### src/rtl/result_uploader_pkg.sv
// Shared constants, state encodings and helpers for the result-matrix uploader.
package result_uploader_pkg;

    localparam int N       = 2;
    localparam int C       = 8;
    localparam int RAM_LAT = 2;
    localparam int SEG_W   = 7;
    localparam int IDX_W   = (N > 1) ? $clog2(N) : 1;
    localparam int LAT_W   = (RAM_LAT > 1) ? $clog2(RAM_LAT + 1) : 1;

    localparam bit BYTE_ORDER_MSB_FIRST = 1'b1;

    typedef enum logic [2:0] {
        ST_IDLE,
        ST_RD,
        ST_WAIT,
        ST_SEND,
        ST_NEXT,
        ST_DONE
    } upl_state_t;

    typedef enum logic [1:0] {
        TX_IDLE,
        TX_SEND,
        TX_WAIT
    } tx_state_t;

    function automatic logic [7:0] pick_byte(input logic [31:0] word, input logic [1:0] k);
        logic [1:0] idx;
        idx = BYTE_ORDER_MSB_FIRST ? (2'd3 - k) : k;
        return word[int'(idx) * 8 +: 8];
    endfunction

    // One-hot read enable for bank [i][j]; bit i*N+j matches packed [i][j] indexing.
    function automatic logic [N*N-1:0] bank_sel(input logic [IDX_W-1:0] i, input logic [IDX_W-1:0] j);
        logic [N*N-1:0] sel;
        sel = '0;
        sel[int'(i) * N + int'(j)] = 1'b1;
        return sel;
    endfunction

endpackage

### src/rtl/result_uploader_fp_word_tx.sv
// Sends one 32-bit word as four UART bytes, one send pulse per byte, paced by tx_done.
module fp_word_tx
    import result_uploader_pkg::*;
(
    input  logic        clk,
    input  logic        rst_n,
    input  logic        load,
    input  logic [31:0] word,
    input  logic        tx_done,
    output logic [7:0]  tx_data,
    output logic        send,
    output logic        busy,
    output logic        word_done
);

    tx_state_t  state;
    logic [1:0] k;

    // word must stay stable from load until word_done; it is not copied here.
    always_ff @(posedge clk) begin
        if (!rst_n) begin
            state     <= TX_IDLE;
            k         <= 2'd0;
            tx_data   <= 8'd0;
            send      <= 1'b0;
            busy      <= 1'b0;
            word_done <= 1'b0;
        end else begin
            send      <= 1'b0;
            word_done <= 1'b0;
            unique case (state)
                TX_IDLE: begin
                    if (load) begin
                        k       <= 2'd0;
                        tx_data <= pick_byte(word, 2'd0);
                        send    <= 1'b1;
                        busy    <= 1'b1;
                        state   <= TX_SEND;
                    end
                end
                TX_SEND: state <= TX_WAIT;
                TX_WAIT: begin
                    if (tx_done) begin
                        if (k != 2'd3) begin
                            k       <= k + 2'd1;
                            tx_data <= pick_byte(word, k + 2'd1);
                            send    <= 1'b1;
                            state   <= TX_SEND;
                        end else begin
                            busy      <= 1'b0;
                            word_done <= 1'b1;
                            state     <= TX_IDLE;
                        end
                    end
                end
                default: state <= TX_IDLE;
            endcase
        end
    end

endmodule

### src/rtl/result_uploader.sv
// Streams the banked result matrix row-major to the UART, four bytes per float.
//   state   | meaning
//   IDLE    | waiting for calc_done; latches segment counts
//   RD      | address and single-bank rden presented
//   WAIT    | RAM latency; captures q on the last cycle
//   SEND    | word handed to fp_word_tx, waiting for its four bytes
//   NEXT    | advance j, wb, i, ra; detect the final element
//   DONE    | final element sent; upload_done pulses next cycle
module result_uploader
    import result_uploader_pkg::*;
(
    input  logic                       clk,
    input  logic                       rst_n,
    input  logic                       calc_done,
    input  logic [SEG_W-1:0]           a_seg_cnt,
    input  logic [SEG_W-1:0]           w_seg_cnt,
    input  logic [N-1:0][N-1:0][31:0]  ram_c_data_out,
    output logic [N-1:0][N-1:0][C-1:0] ram_c_addr,
    output logic [N-1:0][N-1:0]        ram_c_rden,
    output logic [7:0]                 uart_tx_data,
    output logic                       uart_send_data,
    input  logic                       uart_tx_done,
    output logic                       upload_working,
    output logic                       upload_done
);

    localparam logic [IDX_W-1:0] IDX_MAX = IDX_W'(N - 1);

    upl_state_t       state;
    logic [SEG_W-1:0] a_seg, w_seg, ra, wb, nxt_ra, nxt_wb;
    logic [IDX_W-1:0] i_idx, j_idx, nxt_i, nxt_j;
    logic [C-1:0]     row_base, nxt_base, nxt_addr;
    logic [LAT_W-1:0] lat_cnt;
    logic [31:0]      word_q;
    logic             load, tx_busy, word_done, last_elem;

    // row_base tracks ra*w_seg incrementally so no multiplier is needed.
    always_comb begin
        nxt_ra    = ra;
        nxt_wb    = wb;
        nxt_i     = i_idx;
        nxt_j     = j_idx;
        nxt_base  = row_base;
        last_elem = 1'b0;
        if (a_seg == '0 || w_seg == '0) begin
            last_elem = 1'b1;
        end else if (j_idx != IDX_MAX) begin
            nxt_j = j_idx + IDX_W'(1);
        end else begin
            nxt_j = '0;
            if (wb != w_seg - SEG_W'(1)) begin
                nxt_wb = wb + SEG_W'(1);
            end else begin
                nxt_wb = '0;
                if (i_idx != IDX_MAX) begin
                    nxt_i = i_idx + IDX_W'(1);
                end else begin
                    nxt_i = '0;
                    if (ra != a_seg - SEG_W'(1)) begin
                        nxt_ra   = ra + SEG_W'(1);
                        nxt_base = row_base + C'(w_seg);
                    end else begin
                        last_elem = 1'b1;
                    end
                end
            end
        end
    end

    assign nxt_addr = nxt_base + C'(nxt_wb);

    always_ff @(posedge clk) begin
        if (!rst_n) begin
            state          <= ST_IDLE;
            a_seg          <= '0;
            w_seg          <= '0;
            ra             <= '0;
            wb             <= '0;
            i_idx          <= '0;
            j_idx          <= '0;
            row_base       <= '0;
            lat_cnt        <= '0;
            word_q         <= '0;
            load           <= 1'b0;
            ram_c_addr     <= '0;
            ram_c_rden     <= '0;
            upload_working <= 1'b0;
            upload_done    <= 1'b0;
        end else begin
            load        <= 1'b0;
            upload_done <= 1'b0;
            unique case (state)
                ST_IDLE: begin
                    upload_working <= 1'b0;
                    if (calc_done) begin
                        a_seg          <= a_seg_cnt;
                        w_seg          <= w_seg_cnt;
                        ra             <= '0;
                        wb             <= '0;
                        i_idx          <= '0;
                        j_idx          <= '0;
                        row_base       <= '0;
                        upload_working <= 1'b1;
                        // Empty matrix still walks through NEXT so the done pulse keeps a fixed latency.
                        if (a_seg_cnt == '0 || w_seg_cnt == '0) begin
                            state <= ST_NEXT;
                        end else begin
                            ram_c_addr <= '0;
                            ram_c_rden <= bank_sel('0, '0);
                            state      <= ST_RD;
                        end
                    end
                end
                ST_RD: begin
                    lat_cnt <= LAT_W'(RAM_LAT - 1);
                    state   <= ST_WAIT;
                end
                ST_WAIT: begin
                    if (lat_cnt != '0) begin
                        lat_cnt <= lat_cnt - LAT_W'(1);
                    end else begin
                        word_q     <= ram_c_data_out[i_idx][j_idx];
                        ram_c_rden <= '0;
                        load       <= 1'b1;
                        state      <= ST_SEND;
                    end
                end
                ST_SEND: begin
                    if (word_done && !tx_busy) state <= ST_NEXT;
                end
                ST_NEXT: begin
                    ra       <= nxt_ra;
                    wb       <= nxt_wb;
                    i_idx    <= nxt_i;
                    j_idx    <= nxt_j;
                    row_base <= nxt_base;
                    if (last_elem) begin
                        state <= ST_DONE;
                    end else begin
                        ram_c_addr <= {(N*N){nxt_addr}};
                        ram_c_rden <= bank_sel(nxt_i, nxt_j);
                        state      <= ST_RD;
                    end
                end
                ST_DONE: begin
                    upload_done <= 1'b1;
                    state       <= ST_IDLE;
                end
                default: state <= ST_IDLE;
            endcase
        end
    end

    fp_word_tx u_word_tx (
        .clk       (clk),
        .rst_n     (rst_n),
        .load      (load),
        .word      (word_q),
        .tx_done   (uart_tx_done),
        .tx_data   (uart_tx_data),
        .send      (uart_send_data),
        .busy      (tx_busy),
        .word_done (word_done)
    );

endmodule

### config.mk
export PLATFORM = sky130hd
export DESIGN_NAME = result_uploader
export DESIGN_NICKNAME = d
export VERILOG_FILES = /design/src/rtl/result_uploader_pkg.sv /design/src/rtl/result_uploader_fp_word_tx.sv /design/src/rtl/result_uploader.sv
export SDC_FILE = /design/constraint.sdc
export NUM_CORES = 1
export LEC_CHECK = 0
export BUFFER_PORTS_ARGS = -buffer_cell sky130_fd_sc_hd__clkbuf_2
export CORE_MARGIN = 4
export CORE_UTILIZATION = 49
export DETAILED_ROUTE_END_ITERATION = 7
export PLACE_DENSITY = 0.83
export SLEW_MARGIN = 20
export SYNTH_ARGS = -nofsm -noshare
export SYNTH_HDL_FRONTEND = slang
export SYNTH_SLANG_ARGS = --single-unit
### constraint.sdc
create_clock -name clk -period 5.3 [get_ports clk]
set_input_delay 0.53 -clock clk [delete_from_list [all_inputs] [get_ports clk]]
set_output_delay 0.53 -clock clk [all_outputs]
set_load 0.02 [all_outputs]
# Word level (Yosys, flattened, before mapping)
# Cells that the tools add are included.
[op_classes]
n_addsub = 12
magnitude_cmp = 4
eq_ne = 25
shifts = 1
n_mux = 79
n_bitwise = 1
n_reduce_logical = 29
[op_table]
columns = ["op", "count"]
rows = [
  ["32-bit 2-to-1 mux", 5],
  ["64-bit 2-to-1 mux", 2],
  ["8-bit 2-to-1 mux", 9],
  ["32-bit case mux with 2 select lines", 1],
  ["7-bit 2-to-1 mux", 9],
  ["8-bit case mux with 2 select lines", 2],
  ["32-bit by 6-bit indexed part select with 8-bit output", 1],
  ["2-bit != test (second input constant)", 15],
  ["7-bit logical NOT", 4],
  ["7-bit case mux with 2 select lines", 2],
  ["1-bit 2-to-1 mux", 24],
  ["8-bit by 7-bit adder with 8-bit output", 2],
  ["4-bit 2-to-1 mux", 4],
  ["3-bit 2-to-1 mux", 5],
  ["3-bit case mux with 5 select lines", 1],
  ["7-bit by 1-bit adder with 7-bit output (second input constant)", 2],
  ["7-bit != test", 2],
  ["7-bit by 1-bit subtractor with 7-bit output (second input constant)", 2],
  ["2-bit 2-to-1 mux", 6],
  ["4-bit case mux with 3 select lines", 1],
  ["2-bit AND reduction", 6],
  ["4-bit AND reduction", 3],
  ["1-bit case mux with 2 select lines", 4],
  ["2-bit case mux with 2 select lines", 2],
  ["27 further kinds", 37],
]
[word_totals]
reg_bits = 129
output_inout_bits = 47
wordCells = 176

# Logic depth before layout (Yosys ltp)
# Gate-level depths: netlist of run 1.
[logic_depth]
ltp_word = 12
ltp_mapped = 17
depth_no_buf = 17

# Cells and area by module
# A second synthesis of run 1 with hierarchy kept.
[hier_totals]
hier_cells = 794
hier_area_um2 = 6777.8
[by_module_without_submodules]
columns = ["mod", "instances", "cells_per_inst", "area_per_inst_um2", "seq_area_each_um2"]
rows = [
  ["result_uploader", 1, 692, 5863.1, 1801.7],
  ["fp_word_tx", 1, 102, 914.6, 300.3],
]

# Worst setup path after synthesis of run 1
# OpenSTA, ideal clock, no wires.
[synth_timing]
path_kind = "reg-to-reg"
from = "reg w_seg[2]"
to = "reg ram_c_addr[14] (netlist bit)"
arrival_time_ns = 3.799
required_ns = 5.183
setup_slack_ns = 1.384
stages_incl_launch_ff = 15
n_path_buf = 0
cell_sequence = "dfxtp_1 -> or3_1 -> or3_1 -> a2111o_1 -> nor3_4 -> nand3b_2 -> mux2_2 -> ha_1 -> fa_1 -> a21o_1 -> a21o_1 -> a21o_1 -> a21oi_1 -> xnor2_1 -> a22o_1"
[synth_between]
elab_chain_len = 9
elab_cells_between_ends = 21
cone_classes = "3 x add/sub; 2 x eq/ne; 13 x mux; 3 x reduce/logical"
[synth_rtl]
columns = ["element", "line", "text"]
rows = [
  ["start: declaration", "result_uploader.sv:30", "logic [SEG_W-1:0] a_seg, w_seg, ra, wb, nxt_ra, nxt_wb;"],
  ["start signal: assignment", "result_uploader.sv:97", "w_seg <= w_seg_cnt;"],
  ["8-bit by 7-bit adder with 8-bit output", "result_uploader.sv:61", "nxt_base = row_base + C'(w_seg);"],
  ["8-bit 2-to-1 mux", "result_uploader.sv:59", "if (ra != a_seg - SEG_W'(1)) begin"],
  ["8-bit 2-to-1 mux", "result_uploader.sv:55", "if (i_idx != IDX_MAX) begin"],
  ["8-bit 2-to-1 mux", "result_uploader.sv:51", "if (wb != w_seg - SEG_W'(1)) begin"],
  ["8-bit 2-to-1 mux", "result_uploader.sv:47", "end else if (j_idx != IDX_MAX) begin"],
  ["8-bit 2-to-1 mux", "result_uploader.sv:45", "if (a_seg == '0 || w_seg == '0) begin"],
  ["8-bit by 7-bit adder with 8-bit output", "result_uploader.sv:70", "assign nxt_addr = nxt_base + C'(nxt_wb);"],
  ["32-bit 2-to-1 mux", "result_uploader.sv:137", "if (last_elem) begin"],
  ["32-bit case mux with 2 select lines", "result_uploader.sv:92", "unique case (state)"],
  ["end signal: assignment", "result_uploader.sv:140", "ram_c_addr <= {(N*N){nxt_addr}};"],
  ["end: declaration", "result_uploader.sv:18", "output logic [N-1:0][N-1:0][C-1:0] ram_c_addr,"],
]
# Several ways; a longest one is shown, not always the timed one. The select of a mux whose other input is x is not followed.
# A chain may end at the register's enable or synchronous reset.

# Worst setup path in the final report of run 1
[layout_timing]
from = "reg w_seg[0]"
to = "reg ram_c_addr[15] (netlist bit)"
# The elaborated chain is that of the path after synthesis.

==> impl_metrics.py, run 1 <==
metrics = {
    "synth": {
        "synth_seq_cells": 105,
        "synth_edf_count": 0,
        "ys_seq_area_frac": 0.315,
        "ys.warnings.count": 0,
        "syn_avg_cell_area_um2": 8.98,
        "synth_ff_type": "dfxtp_1",
        "async_flop_share": 0,
        "syn_area_um2": 6680,
        "syn_inst": 744,
        "synth_cell_type_count": 61,
        "synth_nets": 914,
    },
    "global_route": {
        "grt_usage": 0.217,
        "grt.overflow.total": 0,
        "antenna_found_initial": 0,
        "grt_pass1_wl_mm": 27.8,
        "first_global_vias": 5945,
        "grt_start_max_net_pins": 59,
    },
    "cts": {
        "clock_latency_ns": 0.36,
        "clkTransAtPathRegs_ns": 0.07,
        "numCtsBuffers": 9,
        "clock_path_buffers": 2,
        "cts_root_buf": "clkbuf_16",
        "cts_tree": "done",
        "clock-sinks": 105,
        "postCtsSetupBuffers": 0,
        "cts_resized": 0,
        "cts_hold_buf": 0,
        "htreeDepth": 3,
    },
    "layout": {
        "fin_nets": 1054,
        "final-seq-area_um2": 2100,
        "multi_input_area_um2": 4170,
        "antenna_cells": 0,
        "syn2layout_area_growth_pct": 17.4,
        "final_core_util": 0.590,
        "drive_gt1_frac": 0.305,
        "fillers": 1168,
    },
    "timing": {
        "fin_setup_tns_ns": 0,
        "whs_ns": 0.422,
        "max-slew-margin-rel": 0.264,
        "post-route-min-period_ns": 4.33,
        "clock_skew_ns": 0.00854,
        "rsz0062_at_grt": "false",
        "period_share": 0.816,
        "maxSlewViolCount": 0,
        "setup_violations": 0,
        "hold_viol_final": 0,
        "timing.fmax_mhz": 231,
        "tightest_slew_ns": 1.10,
        "setup_slack_ns": 0.974,
    },
    "setup_path": {
        "worstPathRequired_ns": 5.55,
        "worstPathMaxFanout": 15,
        "start_kind": "flip-flop",
        "cp-end-kind": "flip-flop",
        "crit_type": "flip-flop to flip-flop",
        "timing.rr.start": "w_seg[0]",
        "slowest_stage": "a32oi_1",
        "arrival_ns": 4.57,
        "slowest_delay_ns": 0.53,
        "critical_path.startpoint": "w_seg[0]",
        "crit_path_cell_trace": "inv_1 > ha_1 > a32oi_1 > nand2_1 > nor3_4 > buf_4 > nand3b_2 > o21ai_0 > ha_1 > a21o_1 > a211oi_1 > o21ai_0 > o211ai_1 > xor2_1 > xnor2_1 > a22o_1",
        "reg2reg_depth": 16,
    },
    "die": {
        "pin_count": 193,
        "core_area_um2": 13300,
        "rows": 42,
        "die_w_um": 125,
        "die_h_um": 125,
        "start_util": 0.502,
        "die_area_um2": 15600,
    },
    "placement": {
        "routabilityCongestion": 0.869,
        "place_hpwl_mm": 13.2,
        "portBuffers": 192,
        "place_ws_ns": 1.02,
    },
    "worst_hold_path": {
        "hp-start": "a_seg_cnt[5]",
        "min-delay-path-class": "primary input to flip-flop",
        "holdPathStages": 3,
    },
    "job": {
        "maxCapViolations": 0,
    },
    "power_and_ir_drop": {
        "power_mw": 1.87,
        "ir_worst_vdd_uv": 165,
        "power.leakage_nw": 3.29,
        "powerDensity_nw_per_um2": 238,
    },
    "detailed_routing": {
        "wl_mm": 16.9,
        "vias_per_cell": 5.60,
        "wl_per_cell_um": 15.9,
        "drc": 0,
        "drt_iter0_markers": 408,
        "drt_pass1_iterations": 4,
        "antenna_left": 0,
        "num_vias": 5954,
    },
    "outcome": {
        "outcome": "completed",
    },
}
==> final cells by class <==
class,count,share of cell area
multi-input combinational,554,0.531
sequential,105,0.268
timing repair buffer,200,0.130
clock buffer,9,0.0287
tap,176,0.0281
clock inverter,6,0.00718
inverter,14,0.00670
==> critical path, delay by kind of cell (launching register included) <==
family / cells / cell delay, ns
AOI/OAI and AO/OA: 7 / 1.87
xor gates and xnor gates: 2 / 0.29
adders and majority gates: 2 / 0.54
buffers and inverters: 2 / 0.32
DFF: 1 / 0.44
and+or+nand+nor: 3 / 0.75
==> cell usage after synthesis, drive strengths merged (2+ instances only) <==
cell type,instances,area (um^2)
nand2,139,522
dfxtp,105,2100
a21boi,63,473
clkbuf,43,161
mux4,40,901
buf,28,204
nor2,26,97.6
ha,22,275
a21oi,20,100
and2,20,125
xor2,19,166
o21ai,18,90.1
nand3,16,80.1
xnor2,16,140
inv,14,52.6
nor2b,12,75.1
nor3,10,61.3
or3,10,62.6
and3,9,56.3
nand2b,9,56.3
a21o,8,60.1
a22o,8,70.1
o221ai,8,70.1
nand4,7,43.8
o31ai,7,52.6
nand3b,6,48.8
o21a,6,45.0
mux2,5,56.3
nor4,5,31.3
o211ai,5,37.5
mux2i,4,40.0
or2,4,25.0
or4,4,30.0
nor3b,3,22.5
o21bai,3,22.5
a22oi,2,15.0
a31oi,2,12.5
fa,2,40.0
o221a,2,22.5
==> flip-flops by register name, summed over array words and instances (netlist names), 2 cells and up <==
name / count
u_word_tx.tx_data: 8
lat_cnt: 2
w_seg: 7
wb: 7
a_seg: 7
ram_c_rden: 4
u_word_tx.state: 2
state: 3
ram_c_addr: 8
ra: 7
row_base: 8
u_word_tx.k: 2
word_q: 32
==> cells in the final DEF, fill, tap and decap left out, types with 6 or more instances in the layout <==
| cell type | netlist | routed |
|---|---|---|
| inv_1 | 14 | 14 |
| ha_1 | 22 | 22 |
| nand3_1 | 16 | 16 |
| a21boi_0 | 61 | 61 |
| and3_1 | 9 | 9 |
| clkbuf_2 | 0 | 192 |
| a22o_1 | 8 | 8 |
| o21ai_0 | 18 | 18 |
| nand4_1 | 7 | 7 |
| xnor2_1 | 16 | 16 |
| or3_1 | 10 | 10 |
| nor2b_1 | 12 | 12 |
| nand2b_1 | 9 | 9 |
| o221ai_1 | 8 | 8 |
| dfxtp_1 | 105 | 104 |
| nor3_1 | 9 | 9 |
| xor2_1 | 19 | 19 |
| a21oi_1 | 20 | 20 |
| buf_4 | 24 | 8 |
| nor2_1 | 26 | 26 |
| o31ai_1 | 7 | 7 |
| clkbuf_16 | 0 | 9 |
| mux4_2 | 40 | 40 |
| o21a_1 | 6 | 6 |
| a21o_1 | 8 | 8 |
| and2_1 | 19 | 19 |
| nand2_1 | 139 | 139 |
==> path summary, 6_finish.rpt <==
path	end	slack, ns
min	a_seg[5]	0.42
max	ram_c_addr[15]	0.97
max reg2reg	ram_c_addr[15]	0.97
min reg2reg	u_word_tx.tx_data[0]	0.46
==> per-layer routing <==
metal | share of wire | track usage | wire (um)
met5 | 0 | 0 | 0
met3 | 0.067 | 0.0412 | 1130
met2 | 0.51 | 0.391 | 8610
met4 | 0.036 | 0.105 | 616
met1 | 0.39 | 0.245 | 6550
==> power by group <==
group	switching [mW]	internal [mW]	total, mW	leakage [nW]
Clock	0.318	0.328	0.646	0.137
Sequential	0.0410	0.828	0.869	0.852
Combinational	0.191	0.162	0.354	2.30
Total	0.550	1.32	1.87	3.29
==> per-stage QoR <==
stage / instances / instance area, um^2
2_1_floorplan: 744 / 6680
3_3_place_gp: 1049 / 7560
3_5_place_dp: 1049 / 7560
4_1_cts: 1064 / 7840
5_1_grt: 1064 / 7840
6_report: 1064 / 7840
==> kinds of logic after synthesis <==
kind of cell	synth area share
adder cells (fa/ha/maj)	0.0472
AND/OR/NAND/NOR	0.203
AO/OA/AOI/OAI	0.178
flip-flops	0.315
XOR/XNOR	0.0459
buffers and inverters	0.0626
multiplexers	0.149
Note: power is estimated with default switching activity, not from simulation.
==> run 2, diff against run 1 <==
==> constraint.sdc (replaced) <==
create_clock -name clk -period 4.4 [get_ports clk]
set_input_delay 0.44 -clock clk [delete_from_list [all_inputs] [get_ports clk]]
set_output_delay 0.44 -clock clk [all_outputs]
set_load 0.02 [all_outputs]
==> impl_metrics.py, run 2 (synthesis gave the netlist of run 1 again) <==
metrics = {
    "outcome": {
        "outcome": "completed",
    },
    "die": {
        "pin_count": 193,
        "core_area_um2": 13300,
        "rows": 42,
        "die_area_um2": 15600,
        "die_h_um": 125,
        "start_util": 0.502,
        "die_w_um": 125,
    },
    "global_route": {
        "grt_pass1_wl_mm": 27.8,
        "use_met2": 0.400,
        "met1_usage": 0.241,
        "grt_start_max_net_pins": 60,
        "first_global_vias": 5847,
        "grtUsageMet3": 0.0442,
        "grt.overflow.total": 0,
        "busiest_layer": "met2",
        "grt_usage": 0.217,
        "antenna_found_initial": 0,
    },
    "cts": {
        "postCtsSetupBuffers": 0,
        "cts_tree": "done",
        "clock_latency_ns": 0.37,
        "numCtsBuffers": 9,
        "clock-sinks": 105,
        "cts_root_buf": "clkbuf_16",
        "clkTransAtPathRegs_ns": 0.07,
        "htreeDepth": 3,
        "cts_hold_buf": 0,
        "cts_resized": 0,
        "clock_path_buffers": 2,
    },
    "timing": {
        "rsz0062_at_grt": "false",
        "maxSlewViolCount": 0,
        "clock_skew_ns": 0.0141,
        "timing.fmax_mhz": 243,
        "setup_slack_ns": 0.291,
        "setup_violations": 0,
        "hold_viol_final": 0,
        "period_share": 0.934,
        "whs_ns": 0.327,
        "fin_setup_tns_ns": 0,
        "max-slew-margin-rel": 0.411,
        "tightest_slew_ns": 0.884,
        "post-route-min-period_ns": 4.11,
    },
    "layout": {
        "instances_no_fill": 1067,
        "antenna_cells": 0,
        "largest_register_ffs": 32,
        "final_common_cell": "clkbuf_2",
        "regMostFlops": "word_q",
        "fillers": 1137,
        "design_area_um2": 7880,
        "final_core_util": 0.593,
        "mostFrequentLayoutCells": "clkbuf_2 (192), nand2_1 (139), dfxtp_1 (104), a21boi_0 (61), mux4_2 (40)",
        "syn2layout_area_growth_pct": 18.0,
        "drive_gt1_frac": 0.308,
        "fin_nets": 1056,
    },
    "setup_path": {
        "start_kind": "flip-flop",
        "slowest_stage": "a2111o_1",
        "slowest_delay_ns": 0.48,
        "path_common_cell": "a21o_1",
        "worstPathRequired_ns": 4.65,
        "worstPathMaxFanout": 10,
        "arrival_ns": 4.36,
        "crit_type": "flip-flop to flip-flop",
        "crit_path_cell_trace": "or3_1 > or3_1 > a2111o_1 > nor3_4 > nand3b_2 > mux2_2 > ha_1 > fa_1 > a21o_1 > a21o_1 > a21o_1 > a21oi_1 > xnor2_1 > a22o_1",
        "cp-end-kind": "flip-flop",
    },
    "placement": {
        "place_ws_ns": 0.329,
        "dpl_cell_area_um2": 7580,
        "dp.cells": 1051,
        "place_hpwl_mm": 13.2,
        "portBuffers": 192,
        "routabilityCongestion": 0.903,
    },
    "detailed_routing": {
        "wl_mm": 16.8,
        "antenna_left": 0,
        "drt_pass1_iterations": 4,
        "num_vias": 5974,
        "vias_per_cell": 5.60,
        "wl_per_cell_um": 15.8,
        "drc": 0,
        "drt_iter0_markers": 425,
    },
    "power_and_ir_drop": {
        "power.leakage_nw": 3.31,
        "ir_worst_vdd_uv": 216,
        "power_mw": 2.29,
        "powerDensity_nw_per_um2": 291,
    },
    "job": {
        "maxCapViolations": 0,
    },
    "worst_hold_path": {
        "min-delay-path-class": "primary input to flip-flop",
    },
}
==> run 2: cell count changes in the layout (fill, tap and decap cells not counted) <==
| cell | change |
|---|---|
| buf_4 | +2 |
| inv_6 | -2 |
| clkbuf_8 | +1 |
| clkinv_4 | +1 |
| clkinv_8 | +1 |
| clkinvlp_4 | -1 |
| inv_8 | +1 |
==> run 2: metal layers <==
metal  routed length (um)  part of all wire
met1                 6480              0.39
met2                 8930              0.53
met5                    0                 0
met3                  933             0.055
met4                  472             0.028
==> run 2: critical path: cells and delay by family, from the launching register on <==
kind	cells	cell delay [ns]
XOR/XNOR	1	0.09
flip-flops	1	0.38
AO/OA/AOI/OAI	6	1.40
adder cells (fa/ha/maj)	2	0.63
AND/OR/NAND/NOR	4	1.17
multiplexers	1	0.34
==> run 2: area by class of cell <==
class | instances | area, um^2 | share of cell area
clock buffers | 10 | 239 | 0.0303
multi-input cells | 554 | 4170 | 0.528
clock inverters | 6 | 67.6 | 0.00857
flip-flops and latches | 105 | 2100 | 0.267
repair buffers | 202 | 1040 | 0.131
well taps | 176 | 220 | 0.0279
inverters | 14 | 52.6 | 0.00667
==> run 2: final timing paths <==
check | startpoint | endpoint | slack (ns) | cells past startpoint
hold reg to reg | u_word_tx.tx_data[5] | u_word_tx.tx_data[5] | 0.46 | 2
hold / removal | a_seg_cnt[4] | a_seg[4] | 0.33 | 3
setup reg to reg | w_seg[2] | ram_c_addr[14] | 0.29 | 14
setup / recovery | w_seg[2] | ram_c_addr[14] | 0.29 | 14
==> run 2: power breakdown <==
part / internal [mW] / leakage (nW) / total [mW] / switching, mW
sequential: 0.997 / 0.852 / 1.05 / 0.0503
clock: 0.419 / 0.152 / 0.814 / 0.395
combinational: 0.201 / 2.31 / 0.433 / 0.232
==> run 3, diff against run 2 <==
--- a/config.mk
+++ b/config.mk
@@ -8,8 +8,9 @@
 export BUFFER_PORTS_ARGS = -buffer_cell sky130_fd_sc_hd__clkbuf_2
 export CORE_MARGIN = 4
 export CORE_UTILIZATION = 49
+export CTS_BUF_LIST = sky130_fd_sc_hd__clkbuf_8
 export DETAILED_ROUTE_END_ITERATION = 7
-export PLACE_DENSITY = 0.83
+export PLACE_DENSITY = 0.76
 export SLEW_MARGIN = 20
 export SYNTH_ARGS = -nofsm -noshare
 export SYNTH_HDL_FRONTEND = slang
==> impl_metrics.py, run 3 (synthesis gave the netlist of run 1 again) <==
metrics = {
    "layout": {
        "final_common_cell": "clkbuf_2",
        "regMostFlops": "word_q",
        "antenna_cells": 0,
        "mostFrequentLayoutCells": "clkbuf_2 (192), nand2_1 (139), dfxtp_1 (103), a21boi_0 (61), mux4_2 (40)",
        "fin_nets": 1056,
        "drive_gt1_frac": 0.307,
        "final-seq-area_um2": 2100,
        "multi_input_area_um2": 4170,
        "syn2layout_area_growth_pct": 16.3,
        "largest_register_ffs": 32,
        "fillers": 1203,
        "final_core_util": 0.584,
    },
    "power_and_ir_drop": {
        "internal_power_mw": 1.46,
        "p_comb_frac": 0.207,
        "ir_worst_vdd_uv": 155,
        "p_switching_mw": 0.616,
        "pwr-share-clk": 0.289,
        "seq_power_share": 0.504,
        "power.leakage_nw": 3.26,
        "swShare": 0.297,
        "powerDensity_nw_per_um2": 267,
    },
    "timing": {
        "tightest_slew_ns": 0.882,
        "clock_skew_ns": 0.00896,
        "maxSlewViolCount": 0,
        "fin_setup_tns_ns": 0,
        "hold_viol_final": 0,
        "setup_slack_ns": 0.342,
        "rsz0062_at_grt": "false",
        "max-slew-margin-rel": 0.412,
        "period_share": 0.922,
        "setup_violations": 0,
        "post-route-min-period_ns": 4.06,
        "timing.fmax_mhz": 246,
    },
    "global_route": {
        "first_global_vias": 5726,
        "grt_pass1_wl_mm": 27.8,
        "grt_start_max_net_pins": 50,
        "grt.overflow.total": 0,
        "antenna_found_initial": 0,
        "grt_usage": 0.216,
    },
    "detailed_routing": {
        "wl_mm": 16.7,
        "vias_per_cell": 5.55,
        "wl_per_cell_um": 15.7,
        "drt_pass1_iterations": 4,
        "drt_iter0_markers": 439,
        "antenna_left": 0,
        "drc": 0,
        "num_vias": 5917,
    },
    "cts": {
        "cts_tree": "done",
        "cts_root_buf": "clkbuf_8",
        "clock_latency_ns": 0.37,
        "clkTransAtPathRegs_ns": 0.09,
        "numCtsBuffers": 9,
        "htreeDepth": 3,
        "cts_resized": 0,
        "cts_hold_buf": 0,
        "clock-sinks": 105,
        "postCtsSetupBuffers": 0,
        "clock_path_buffers": 2,
    },
    "placement": {
        "place_hpwl_mm": 13.2,
        "portBuffers": 192,
        "place_ws_ns": 0.367,
        "routabilityCongestion": 0.883,
    },
    "setup_path": {
        "crit_type": "flip-flop to flip-flop",
        "reg2reg_setup_slack_ns": 0.34,
        "arrival_ns": 4.33,
        "worstPathMaxFanout": 10,
        "worstPathRequired_ns": 4.67,
        "timing.rr.start": "w_seg[2]",
        "r2r_end": "ram_c_addr[14]",
        "cp-end-kind": "flip-flop",
        "reg2reg_depth": 14,
        "start_kind": "flip-flop",
    },
    "worst_hold_path": {
        "whs_endpoint": "a_seg[6]",
        "hp-start": "a_seg_cnt[6]",
        "holdPathStages": 3,
        "min-delay-path-class": "primary input to flip-flop",
    },
    "job": {
        "maxCapViolations": 0,
    },
    "die": {
        "die_w_um": 125,
        "die_area_um2": 15600,
        "pin_count": 193,
        "core_area_um2": 13300,
        "rows": 42,
        "start_util": 0.502,
        "die_h_um": 125,
    },
    "outcome": {
        "outcome": "completed",
    },
}
run 3: worst max-delay path by stage:
stage	from	endpoint	slack, ns	depth (start not counted)
final	w_seg[2]	ram_c_addr[14]	0.34	14
after global placement	w_seg[2]	ram_c_addr[14]	0.45	14
after global routing	w_seg[2]	ram_c_addr[14]	0.09	14
after CTS	w_seg[2]	ram_c_addr[14]	0.35	14
after floorplan	w_seg[2]	ram_c_addr[14]	0.48	14
after detailed placement	w_seg[2]	ram_c_addr[14]	0.37	14
run 3: area by class of cell:
class,instances,area share
inverter,14,0.00676
timing repair buffer,202,0.133
multi-input combinational,554,0.536
sequential,105,0.271
tap,176,0.0283
clock inverter,6,0.00870
clock buffer,9,0.0159
run 3: per-stage QoR:
step                hold WS, ns  area, um^2  instances  total power [mW]
floorplan                 0.440        6680        744              1.34
detailed placement        0.457        7580       1051              1.50
CTS                       0.294        7770       1066              2.10
global placement          0.451        7580       1051              1.49
finish                    0.316        7770       1066              2.08
global route              0.299        7770       1066              2.20
run 3: per-layer routing:
layer	global-route usage	part of all wire
met5	0	0
met1	0.261	0.41
met3	0.0420	0.058
met2	0.383	0.51
met4	0.0741	0.027
run 3: worst max-delay path, cell delays in order, from the launching register on:
cell,delay (ns)
dfxtp_1,0.39
or3_1,0.40
or3_1,0.37
a2111o_1,0.49
nor3_4,0.16
nand3b_2,0.23
mux2_2,0.33
ha_1,0.21
fa_1,0.41
a21o_1,0.18
a21o_1,0.19
a21o_1,0.17
a21oi_1,0.17
xnor2_1,0.08
a22o_1,0.19
run 3: power groups by stage:
stage | clock, mW | sequential (mW) | combinational, mW
after floorplan | 0 | 1.05 | 0.293
after global placement | 0 | 1.07 | 0.422
after detailed placement | 0 | 1.07 | 0.429
after CTS | 0.619 | 1.05 | 0.431
after global routing | 0.660 | 1.06 | 0.484
final | 0.600 | 1.05 | 0.429
